### config.mk
export PLATFORM = sky130hd
export DESIGN_NAME = control_unit
export DESIGN_NICKNAME = d
export VERILOG_FILES = /design/src/rtl/control_unit_pkg.sv /design/src/rtl/control_unit_alu_decoder.sv /design/src/rtl/control_unit.sv
export SDC_FILE = /design/constraint.sdc
export NUM_CORES = 1
export LEC_CHECK = 0
export BUFFER_PORTS_ARGS = -buffer_cell sky130_fd_sc_hd__buf_2
export CORE_MARGIN = 5
export CORE_UTILIZATION = 44
export DETAILED_ROUTE_END_ITERATION = 6
export PLACE_DENSITY = 0.78
export REMOVE_ABC_BUFFERS = 1
export SYNTH_ARGS = -nofsm -noshare
export SYNTH_HDL_FRONTEND = slang
export SYNTH_SLANG_ARGS = --single-unit
### constraint.sdc
create_clock -name clk -period 1.76 [get_ports clk]
set_clock_uncertainty 0.05 [all_clocks]
set_input_delay 0.176 -clock clk [delete_from_list [all_inputs] [get_ports clk]]
set_output_delay 0.176 -clock clk [all_outputs]
set_load 0.01 [all_outputs]
### src/rtl/control_unit_pkg.sv
// Shared encodings for the multicycle control path: FSM states, opcode/funct
// constants, ALU operation codes and mux select values.
package control_unit_pkg;

  typedef enum logic [3:0] {
    S_FETCH    = 4'd0,
    S_DECODE   = 4'd1,
    S_MEMADR   = 4'd2,
    S_MEMREAD  = 4'd3,
    S_MEMWB    = 4'd4,
    S_MEMWRITE = 4'd5,
    S_EXECUTE  = 4'd6,
    S_ALUWB    = 4'd7,
    S_BRANCH   = 4'd8,
    S_ADDIEX   = 4'd9,
    S_ADDIWB   = 4'd10,
    S_JUMP     = 4'd11
  } state_e;

  localparam logic [5:0] OP_LW    = 6'b100011;
  localparam logic [5:0] OP_SW    = 6'b101011;
  localparam logic [5:0] OP_RTYPE = 6'b000000;
  localparam logic [5:0] OP_BEQ   = 6'b000100;
  localparam logic [5:0] OP_ADDI  = 6'b001000;
  localparam logic [5:0] OP_J     = 6'b000010;

  localparam logic [5:0] FN_ADD = 6'b100000;
  localparam logic [5:0] FN_SUB = 6'b100010;
  localparam logic [5:0] FN_AND = 6'b100100;
  localparam logic [5:0] FN_OR  = 6'b100101;
  localparam logic [5:0] FN_SLT = 6'b101010;

  localparam logic [5:0] ALU_ADD = 6'b000010;
  localparam logic [5:0] ALU_SUB = 6'b000110;
  localparam logic [5:0] ALU_AND = 6'b000000;
  localparam logic [5:0] ALU_OR  = 6'b000001;
  localparam logic [5:0] ALU_SLT = 6'b000111;

  localparam logic [1:0] SRCB_REG    = 2'b00;
  localparam logic [1:0] SRCB_FOUR   = 2'b01;
  localparam logic [1:0] SRCB_IMM    = 2'b10;
  localparam logic [1:0] SRCB_IMM_SH = 2'b11;

  localparam logic [1:0] PCSRC_ALU    = 2'b00;
  localparam logic [1:0] PCSRC_ALUOUT = 2'b01;
  localparam logic [1:0] PCSRC_JUMP   = 2'b10;

endpackage

### src/rtl/control_unit_alu_decoder.sv
// R-type funct decode: selects the ALU operation and flags unsupported functs
// (which fall back to ADD so the datapath still sees a defined op).
module alu_decoder
  import control_unit_pkg::*;
(
  input  logic [5:0] funct_i,
  output logic [5:0] alu_control_o,
  output logic       funct_illegal_o
);

  always_comb begin
    alu_control_o   = ALU_ADD;
    funct_illegal_o = 1'b0;
    case (funct_i)
      FN_ADD:  alu_control_o = ALU_ADD;
      FN_SUB:  alu_control_o = ALU_SUB;
      FN_AND:  alu_control_o = ALU_AND;
      FN_OR:   alu_control_o = ALU_OR;
      FN_SLT:  alu_control_o = ALU_SLT;
      default: funct_illegal_o = 1'b1;
    endcase
  end

endmodule

### src/rtl/control_unit.sv
// Multicycle MIPS-style control FSM. Outputs are a pure decode of the state
// register, with mem_ready/zero gating the PC and IR enables.
module control_unit
  import control_unit_pkg::*;
(
  input  logic       clk,
  input  logic       rst_n,
  input  logic [5:0] opcode,
  input  logic [5:0] funct,
  input  logic       zero,
  input  logic       mem_ready,
  output logic [5:0] alu_control,
  output logic       alu_src_a,
  output logic [1:0] alu_src_b,
  output logic [1:0] pc_src,
  output logic       pc_en,
  output logic       iord,
  output logic       mem_write,
  output logic       ir_write,
  output logic       reg_dst,
  output logic       mem_to_reg,
  output logic       reg_write,
  output logic       illegal_instr
);

  state_e     state_q, state_d;
  logic [5:0] dec_alu_control;
  logic       dec_funct_illegal;

  alu_decoder u_alu_decoder (
    .funct_i        (funct),
    .alu_control_o  (dec_alu_control),
    .funct_illegal_o(dec_funct_illegal)
  );

  always_ff @(posedge clk or negedge rst_n) begin
    if (!rst_n) state_q <= S_FETCH;
    else        state_q <= state_d;
  end

  always_comb begin
    state_d       = state_q;
    alu_control   = 6'b000000;
    alu_src_a     = 1'b0;
    alu_src_b     = SRCB_REG;
    pc_src        = PCSRC_ALU;
    pc_en         = 1'b0;
    iord          = 1'b0;
    mem_write     = 1'b0;
    ir_write      = 1'b0;
    reg_dst       = 1'b0;
    mem_to_reg    = 1'b0;
    reg_write     = 1'b0;
    illegal_instr = 1'b0;
    case (state_q)
      S_FETCH: begin
        alu_control = ALU_ADD;
        alu_src_b   = SRCB_FOUR;
        if (mem_ready) begin
          ir_write = 1'b1;
          pc_en    = 1'b1;
          state_d  = S_DECODE;
        end
      end
      S_DECODE: begin
        // Branch target is computed here so BRANCH only needs the compare.
        alu_control = ALU_ADD;
        alu_src_b   = SRCB_IMM_SH;
        case (opcode)
          OP_LW, OP_SW: state_d = S_MEMADR;
          OP_RTYPE:     state_d = S_EXECUTE;
          OP_BEQ:       state_d = S_BRANCH;
          OP_ADDI:      state_d = S_ADDIEX;
          OP_J:         state_d = S_JUMP;
          default: begin
            illegal_instr = 1'b1;
            state_d       = S_FETCH;
          end
        endcase
      end
      S_MEMADR, S_ADDIEX: begin
        alu_control = ALU_ADD;
        alu_src_a   = 1'b1;
        alu_src_b   = SRCB_IMM;
        if (state_q == S_ADDIEX)   state_d = S_ADDIWB;
        else if (opcode == OP_SW)  state_d = S_MEMWRITE;
        else                       state_d = S_MEMREAD;
      end
      S_MEMREAD: begin
        iord = 1'b1;
        if (mem_ready) state_d = S_MEMWB;
      end
      S_MEMWRITE: begin
        iord      = 1'b1;
        mem_write = 1'b1;
        if (mem_ready) state_d = S_FETCH;
      end
      S_MEMWB: begin
        mem_to_reg = 1'b1;
        reg_write  = 1'b1;
        state_d    = S_FETCH;
      end
      S_ADDIWB: begin
        reg_write = 1'b1;
        state_d   = S_FETCH;
      end
      S_ALUWB: begin
        reg_dst   = 1'b1;
        reg_write = 1'b1;
        state_d   = S_FETCH;
      end
      S_EXECUTE: begin
        alu_src_a   = 1'b1;
        alu_control = dec_alu_control;
        if (dec_funct_illegal) begin
          illegal_instr = 1'b1;
          state_d       = S_FETCH;
        end else begin
          state_d = S_ALUWB;
        end
      end
      S_BRANCH: begin
        alu_control = ALU_SUB;
        alu_src_a   = 1'b1;
        pc_src      = PCSRC_ALUOUT;
        pc_en       = zero;
        state_d     = S_FETCH;
      end
      S_JUMP: begin
        pc_src  = PCSRC_JUMP;
        pc_en   = 1'b1;
        state_d = S_FETCH;
      end
      default: state_d = S_FETCH;
    endcase
    // Reset holds the FETCH decode on the muxes but no strobe may fire.
    if (!rst_n) begin
      pc_en         = 1'b0;
      ir_write      = 1'b0;
      mem_write     = 1'b0;
      reg_write     = 1'b0;
      illegal_instr = 1'b0;
    end
  end

endmodule

# ---- Yosys cells after proc, flatten, opt, wreduce, memory -nomap -nowiden
# Cells that the tools add are included.
# Widths: inputs -> output; s select.
dict set report totals {
  register_bits 4
  elab_cells 65
}
dict set report classes {
  mux 29
  n_reduce_logical 11
  eq_ne 24
}
# operator n
set ops {}
lappend ops {{$eq 6x6->1 const B} 7}
lappend ops {{$pmux 4 s6} 1}
lappend ops {{$pmux 4 s5} 1}
lappend ops {{$pmux 6 s3} 1}
lappend ops {{$eq 4x3->1 const B} 4}
lappend ops {{$eq 4x4->1 const B} 4}
lappend ops {{$mux 4} 4}
lappend ops {{$mux 1} 15}
lappend ops {{$pmux 3 s4} 1}
lappend ops {{$eq 4x2->1 const B} 2}
lappend ops {{$reduce_or 4->1} 2}
lappend ops {{$eq 6x2->1 const B} 1}
lappend ops {{$eq 6x3->1 const B} 1}
lappend ops {{$eq 6x4->1 const B} 1}
lappend ops {{$logic_not 6->1} 1}
lappend ops {{$mux 3} 2}
lappend ops {{$ne 2x2->1 const B} 3}
lappend ops {{$pmux 2 s3} 1}
lappend ops {{$reduce_or 2->1} 3}
lappend ops {{$reduce_or 6->1} 1}
lappend ops {{$reduce_or 5->1} 1}
lappend ops {{$eq 4x1->1 const B} 1}
lappend ops {{$logic_not 4->1} 1}
lappend ops {{$pmux 2 s2} 1}
lappend ops {{other kinds (4)} 4}

# ---- Longest topological paths before layout
# Gate-level depths: netlist (run 1).
dict set report depth {
  word_depth 5
  mapped_depth 5
}

# ---- Modules after synthesis
# Synthesis (run 1) repeated with hierarchy kept, for this count alone.
dict set report unflattened {
  hier_cells 102
  hier_area_um2 704.4
}
# mod seq_area_each_um2 cells_each instances area_per_inst_um2
set modules_own_cells {}
lappend modules_own_cells {control_unit 100.1 88 1 594.3}
lappend modules_own_cells {alu_decoder 0.0 14 1 110.1}

# ---- Worst setup path after synthesis (run 1)
# OpenSTA, ideal clock, no wires.
dict set report synth_timing {
  path_type {register to output}
  start {register state_q[0]}
  end {output port alu_control[2]}
  path_buffers 0
  required_ps 1534
  slack_ps 213
  path_stages_with_launch 4
  arrival_ps 1321
  cell_sequence {dfrtp_1 -> nand2b_2 -> or4b_4 -> o21bai_1}
}
dict set report synth_between {
  elab_chain_cells 3
}
# item line_no
set synth_lines {}
lappend synth_lines {{start, declared} control_unit.sv:26} ;# state_e state_q, state_d;
lappend synth_lines {{start signal, assigned} control_unit.sv:38} ;# else state_q <= state_d;
lappend synth_lines {{$eq 4x4->1 (tied with other cells)} control_unit.sv:55} ;# case (state_q)
lappend synth_lines {{$reduce_or 4->1 (no line)} -}
lappend synth_lines {{$pmux 6 s3 *} control_unit.sv:55}
lappend synth_lines {{end, declared} control_unit.sv:12} ;# output logic [5:0] alu_control,
# Every way passes the cells marked *; elsewhere a longest branch is shown, timed or not.

# ---- Worst setup path in the final report (run 1)
# Ends and elaborated chain as after synthesis.

==> results.cfg, run 1 <==
[outcome]
status = complete, but fails checks
violations = setup timing

[global_routing]
grt_max_degree = 14
antenna_found_initial = 0
grt_pass1_vias = 850
grt_util_all_layers = 0.183
overflow = 0
grt_first_pass_wirelength_um = 3560

[clock_network]
cts-root-buf = clkbuf_4
clk_latency_ns = 0.24
cts_tree = yes
clkTransAtPathRegs_ns = 0.04
cts_sinks = 4
htree_levels = 1
cts_made_buffers = 3
clk_path_buf_depth = 2

[drt]
drc = 0
detail_route.first_pass.iterations = 4
vias = 910
drt-total-wl_um = 2280
via_per_inst = 5.87
final_antenna_net_count = 0
wl_per_cell_um = 14.7
drtIter0Drc = 28

[synth]
syn-instance-count = 98
yosysSeqAreaShare = 0.148
synthTopCellsByArea = dfrtp_1, nor2b_1, nor2_1
ys_ff_latch = 4
synth_area_leader_cell = dfrtp_1
synth-async-reset-ratio = 1.00
synth.cell_area_um2 = 678
synth.top_cell.area_share = 0.148
synth_edf_count = 0
synth-main-ff-cell = dfrtp_1
synth_warnings = 0
avgSynthCellArea_um2 = 6.92
synth_cell_types = 41

[floorplanning]
core_um2 = 1490
io_pins = 35
die_area_um2 = 2430
die_x_um = 49.3
initial_core_util = 0.455
num_rows = 14
fp.dieH_um = 49.3

[power_and_ir_drop]
vdd_drop_max_mv = 0.471
p_leak_nw = 0.470
power_density_nw_per_um2 = 835
finalPower_uw = 827

[timing]
min_period_ns = 1.81
finalSetupViolations = 2
hold_viol = 0
post-route-period-util = 1.03
timing.final.ws_setup_ns = -0.0480
holdWs_ns = 0.284
fmax_mhz = 553
drv_slew = 0
rsz0062_at_grt = true

[final_layout]
largestRegisters = state_q: 4 flops
layout.cells.non_filler = 155
final_cell_mix = buf_2, nor2_1, buf_4
area_growth_pct = 46.1
drive_gt1_frac = 0.424
final_nets = 157
largest_register_ffs = 4
antenna-diode-count = 0
layout_commonest_cell = buf_2
top_register = state_q

[critical_path]
worstPathMaxFanout = 3
reg2regPathDepth = 4
critPathRequiredTime_ns = 1.53
path_class = flop to output port
arrival_ns = 1.58
cp-start-kind = flop
cp-end-kind = output port

[placement]
numPortBuffers = 31
place_inst = 146
dpl.hpwl_um = 1630
place.gp.congestion = 0.856

[flow_run]
drv_cap = 0

[hold_path]
hold_path_depth = 4
hold_path.class = input port to flop
-- routing by layer --
layer / share of wire / wire length, um / up-vias / GRT usage
li1: - / - / 440 / -
met2: 0.50 / 1150 / 51 / 0.315
met1: 0.37 / 841 / 414 / 0.204
met5: 0 / 0 / - / 0
met4: 0.024 / 54 / 0 / 0.108
met3: 0.10 / 237 / 5 / 0.0367
-- critical path, cell delays in order (launching register included) --
cell      delay (ns)
dfrtp_1         0.36
nand2b_4        0.14
or4b_4          0.55
o21bai_1        0.14
buf_2           0.15
-- cell families (layout without fill, tap and decap cells) --
family | after synthesis | count (layout) | synth area share
simple gates | 50 | 50 | 0.419
compound gates | 27 | 27 | 0.286
buf+inv | 12 | 51 | 0.0848
flops | 4 | 4 | 0.148
xor+xnor | 2 | 2 | 0.0258
mux | 2 | 2 | 0.0314
other cells | 1 | 3 | 0.00553
-- cell usage after synthesis (3+ instances only) --
cell type / n
o211ai_1: 3
dfrtp_1: 4
nor2b_1: 8
a21oi_1: 6
nor4_1: 3
buf_4: 3
nor2_1: 11
nor3_1: 6
o21ai_0: 3
clkbuf_1: 3
nand2b_1: 5
inv_1: 4
nand2_1: 5
-- what timing repair did --
item	4_1_cts	5_1_grt
setup endpoints to repair	3	6
gates resized for setup	5	10
setup buffers	4	1
pin swaps	2	3
hold endpoints to repair	4	0
hold buffers	1	0
-- worst paths after layout --
kind | slack [ns] | start | to
worst min register to register | 0.66 | state_q[3] | state_q[3]
worst max-delay path | -0.05 | state_q[0] | alu_control[2]
min in group asynchronous | 0.35 | rst_n | state_q[3]
worst min-delay path | 0.28 | opcode[4] | state_q[2]
worst max register to register | 0.28 | state_q[0] | state_q[2]
max in group asynchronous | 1.10 | rst_n | state_q[2]
-- stage by stage --
stage / utilization / cell area (um^2) / setup TNS (ns) / setup slack, ns
5_1_grt: 0.666 / 991 / -0.214 / -0.129
3_5_place_dp: 0.582 / 867 / 0 / 0.140
6_report: 0.666 / 991 / -0.0481 / -0.0480
4_1_cts: 0.639 / 951 / -0.0362 / -0.0305
2_1_floorplan: - / 647 / 0 / 0.0821
3_3_place_gp: 0.582 / 867 / 0 / 0.159
-- final cells by class --
cell class,instances,area [um^2]
clock buffers,3,22.5
repair buffers,43,255
multi-input cells,84,573
flip-flops and latches,4,101
inverters,5,18.8
fillers,127,498
well taps,16,20.0
-- power by group --
group	internal (mW)	switching (mW)
registers	0.115	0.0204
clock network	0.0764	0.0403
logic	0.258	0.317
Note: power is estimated with default switching activity, not from simulation.
==> inputs of run 2 (changes only) <==
CELL_PAD_IN_SITES_DETAIL_PLACEMENT = 2   (was default)
CELL_PAD_IN_SITES_GLOBAL_PLACEMENT = 2   (was default)
CORE_UTILIZATION = 22   (was 44)
PLACE_DENSITY = default   (was 0.78)
PLACE_DENSITY_LB_ADDON = 0.1   (was default)
==> run 2 against run 1 <==
Compared with the run above:
- the run still ends with setup timing left
- combinational power is 3% higher
- critical path depth stayed put
- largest cell class unchanged
- final cell count is 9.7% higher
- core utilization is 33 points lower
==> results.cfg, run 2 (same netlist as run 1, synthesis figures left out) <==
[outcome]
status = complete, but fails checks
violations = setup timing

[drt]
drc = 0
drtIter0Drc = 7
route.met3.wl_um = 75
via_per_inst = 5.10
detail_route.first_pass.iterations = 4
drt-total-wl_um = 2690
vias = 867
wl_met2_um = 1360
wirelength_met1_um = 1230
wl_per_cell_um = 15.8
top_layer = met4
final_antenna_net_count = 0

[critical_path]
cp-start-kind = flop
critPathRequiredTime_ns = 1.53
cp_slowest_stage_delay_ns = 0.50
worstPathMaxFanout = 3
cp-end-kind = output port
setup.worst_path.start = state_q[3]
slowest_stage = or4b_4
cp_top_family = simple AND/OR/NAND/NOR gates
crit_chain = nand2b_4 -> or4b_4 -> o21bai_1 -> buf_2
cp_num_buf_inv = 1
path_class = flop to output port
r2r_start = state_q[1]
arrival_ns = 1.56

[placement]
post-place-ws_ns = 0.162
place.gp.congestion = 0.760
dpl.hpwl_um = 2220
numPortBuffers = 31

[final_layout]
top_register = state_q
layout_commonest_cell = buf_2
area_growth_pct = 47.0
antenna-diode-count = 0
final_cell_mix = buf_2, nor2_1, buf_4
drive_gt1_frac = 0.423
largestRegisters = state_q: 4 flops
final_nets = 155
largest_register_ffs = 4
n_fill_cell = 375
fin_util = 0.332

[global_routing]
antenna_found_initial = 0
grt_util_all_layers = 0.129
grt_max_degree = 13
grt_first_pass_wirelength_um = 4370
overflow = 0
grt_pass1_vias = 899

[power_and_ir_drop]
finalPower_uw = 846
p_leak_nw = 0.459
power_density_nw_per_um2 = 849
vdd_drop_max_mv = 0.200

[clock_network]
cts_sinks = 4
clk_path_buf_depth = 2
clk_latency_ns = 0.23
cts-root-buf = clkbuf_4
clkTransAtPathRegs_ns = 0.03
htree_levels = 1
cts_made_buffers = 3
cts_tree = yes

[floorplanning]
die_area_um2 = 4290
die_x_um = 65.5
num_rows = 20
fp.dieH_um = 65.5
initial_core_util = 0.226
io_pins = 35
core_um2 = 3000

[timing]
min_period_ns = 1.79
drv_slew = 0
finalSetupViolations = 1
fmax_mhz = 560
timing.final.ws_setup_ns = -0.0270
post-route-period-util = 1.02
hold_viol = 0
rsz0062_at_grt = true
tns_ns = -0.0270

[hold_path]
worstHoldStart = opcode[4]
hold_path.class = input port to flop

[flow_run]
drv_cap = 0
==> run 2: cell count changes in the layout (fill, tap and decap cells not counted), sizes merged <==
cell,delta
buf,-2
==> run 2: path summary, 6_finish.rpt <==
path                             endpoint  slack, ns  depth (start not counted)
setup / recovery           alu_control[2]      -0.03                          4
hold / removal                 state_q[3]       0.30                          4
setup reg to reg               state_q[1]       0.21                          4
hold reg to reg                state_q[3]       0.69                          3
max in group asynchronous      state_q[1]       1.07                          2
min in group asynchronous      state_q[2]       0.39                          2
==> run 2: routing by layer <==
layer  global-route usage  vias up
met4               0.0466        0
met3              0.00684        2
met5                    0        -
met2                0.226       16
li1                     -      435
met1                0.166      414
==> run 2: layout make-up <==
class                           count  area, um^2  share of cell area
Timing Repair Buffer               41         236               0.237
Multi-Input combinational cell     84         576               0.577
Sequential cell                     4         103               0.103
Clock buffer                        3        22.5              0.0226
Tap cell                           33        41.3              0.0414
Inverter                            5        18.8              0.0188
==> run 2: worst min-delay path, stage by stage <==
cell and delay, ns:
buf_2 0.13, nor3_1 0.05, o211ai_1 0.10, a21boi_1 0.08
==> run 2: power by group <==
| part | leakage (nW) | switching, mW | internal [mW] | total [mW] |
|---|---|---|---|---|
| Combinational | 0.395 | 0.325 | 0.269 | 0.593 |
| Sequential | 0.0506 | 0.0268 | 0.116 | 0.142 |
| Clock | 0.0138 | 0.0344 | 0.0761 | 0.111 |
| Total | 0.459 | 0.386 | 0.460 | 0.846 |
==> run 2: through the flow <==
stage / instances / cell area [um^2] / hold slack (ns)
after global placement: 164 / 896 / -0.0228
after floorplan: 93 / 647 / -0.170
after CTS: 168 / 955 / 0.301
final: 170 / 997 / 0.304
after detailed placement: 164 / 896 / -0.0235
after global routing: 170 / 997 / 0.326
==> run 2: timing repair <==
action                                 CTS  global route
endpoints found under the hold margin    4             0
pin swaps                                4             2
setup endpoints to repair                4             6
hold buffers                             1             0
resized for setup                        7             8
buffers inserted                         0             2
==> inputs of run 3 (changes only) <==
GPL_TIMING_DRIVEN = 0   (was default)
==> run 3 against run 2 <==
Compared with the run above:
- the flow still finishes with violations (setup timing)
- worst setup slack lost 0.032 ns
- combinational power grew 5.4%
- worst hold slack lost 0.0042 ns
- final area grew 3.6%
- core utilization grew 1.2 points
- sequential share of layout area shrank 0.12 points
- critical endpoint unchanged
- largest power group unchanged
==> results.cfg, run 3 (same netlist as run 1, synthesis figures left out) <==
[outcome]
status = complete, but fails checks
violations = setup timing

[global_routing]
grt_first_pass_wirelength_um = 4640
overflow = 0
grt_max_degree = 14
antenna_found_initial = 0
grt_util_all_layers = 0.137
grt_pass1_vias = 991

[placement]
place.gp.congestion = 0.766
numPortBuffers = 31
dpl.hpwl_um = 2040
post-place-ws_ns = -0.150

[clock_network]
htree_levels = 1
clk_path_buf_depth = 2
clkTransAtPathRegs_ns = 0.04
clk_latency_ns = 0.24
cts_sinks = 4
cts_tree = yes
cts-root-buf = clkbuf_4
cts_made_buffers = 3

[floorplanning]
initial_core_util = 0.226
io_pins = 35
core_um2 = 3000
fp.dieH_um = 65.5
die_area_um2 = 4290
die_x_um = 65.5
num_rows = 20

[power_and_ir_drop]
power_density_nw_per_um2 = 860
p_leak_nw = 0.470
vdd_drop_max_mv = 0.282

[drt]
wl_per_cell_um = 17.0
via_per_inst = 5.12
detail_route.first_pass.iterations = 4
drt-total-wl_um = 2920
drtIter0Drc = 14
final_antenna_net_count = 0
vias = 881
drc = 0

[final_layout]
fin_util = 0.344
largest_register_ffs = 4
final_nets = 157
top_register = state_q
final_cell_mix = buf_2, nor2_1, buf_4
antenna-diode-count = 0
largestRegisters = state_q: 4 flops
layout_commonest_cell = buf_2
area_growth_pct = 52.4
drive_gt1_frac = 0.453

[critical_path]
arrival_ns = 1.59
worstPathMaxFanout = 3
r2r_start = state_q[0]
cp-end-kind = output port
cp-start-kind = flop
setup.worst_path.start = state_q[0]
path_class = flop to output port
critPathRequiredTime_ns = 1.53

[hold_path]
hold_path.class = input port to flop
worstHoldStart = funct[3]

[timing]
fmax_mhz = 550
finalSetupViolations = 2
min_period_ns = 1.82
timing.final.ws_setup_ns = -0.0589
hold_viol = 0
post-route-period-util = 1.03
rsz0062_at_grt = true
drv_slew = 0

[flow_run]
drv_cap = 0
run 3: changes by cell type in the layout (fill, tap and decap cells not counted), sizes merged:
cell	before	now
buf	40	42
run 3: routing by layer:
| metal | up-vias | track usage | wire (um) |
|---|---|---|---|
| met2 | 16 | 0.271 | 1550 |
| met1 | 425 | 0.159 | 1290 |
| met3 | 2 | 0.00684 | 61 |
| met5 | - | 0 | 0 |
| met4 | 0 | 0.0311 | 19 |
| li1 | 438 | - | - |
run 3: path summary, 6_finish.rpt:
path,to,slack (ns),cells after the start
worst min-delay path,state_q[2],0.30,4
max in group asynchronous,state_q[0],1.10,2
worst max-delay path,alu_control[2],-0.06,4
worst min register to register,state_q[1],0.76,3
min in group asynchronous,state_q[2],0.36,2
worst max register to register,state_q[2],0.11,5
run 3: layout make-up:
cell class / instances / area [um^2]
multi-input cells: 84 / 576
fillers: 369 / 1970
inverters: 5 / 21.3
well taps: 33 / 41.3
clock buffers: 3 / 22.5
flip-flops and latches: 4 / 105
repair buffers: 43 / 268
run 3: where the power goes:
group          switching [mW]  total (mW)  internal, mW
clock network          0.0407       0.117        0.0765
registers              0.0290       0.147         0.118
logic                   0.341       0.625         0.284
run 3: worst max-delay path: stages (launching register included):
cell and delay (ns):
dfrtp_2 0.40, nand2b_4 0.15, or4b_4 0.53, o21bai_1 0.14
buf_2 0.14
run 3: what timing repair did:
item                                   CTS  global route
setup endpoints to repair               11             6
endpoints found under the hold margin    4             0
buffers inserted                        11             1
hold buffers                             1             0
gates resized for setup                  8            15
pin swaps                                3             6
run 3: through the flow:
stage | power [mW] | area, um^2 | cells | setup TNS, ns | hold WS [ns]
global placement | 0.611 | 843 | 157 | -0.502 | -0.0251
floorplan | 0.437 | 647 | 93 | 0 | -0.170
global route | 0.966 | 1030 | 172 | -0.242 | 0.317
finish | 0.889 | 1030 | 172 | -0.0605 | 0.300
CTS | 0.829 | 973 | 172 | -0.125 | 0.310
detailed placement | 0.621 | 843 | 157 | -0.504 | -0.0257
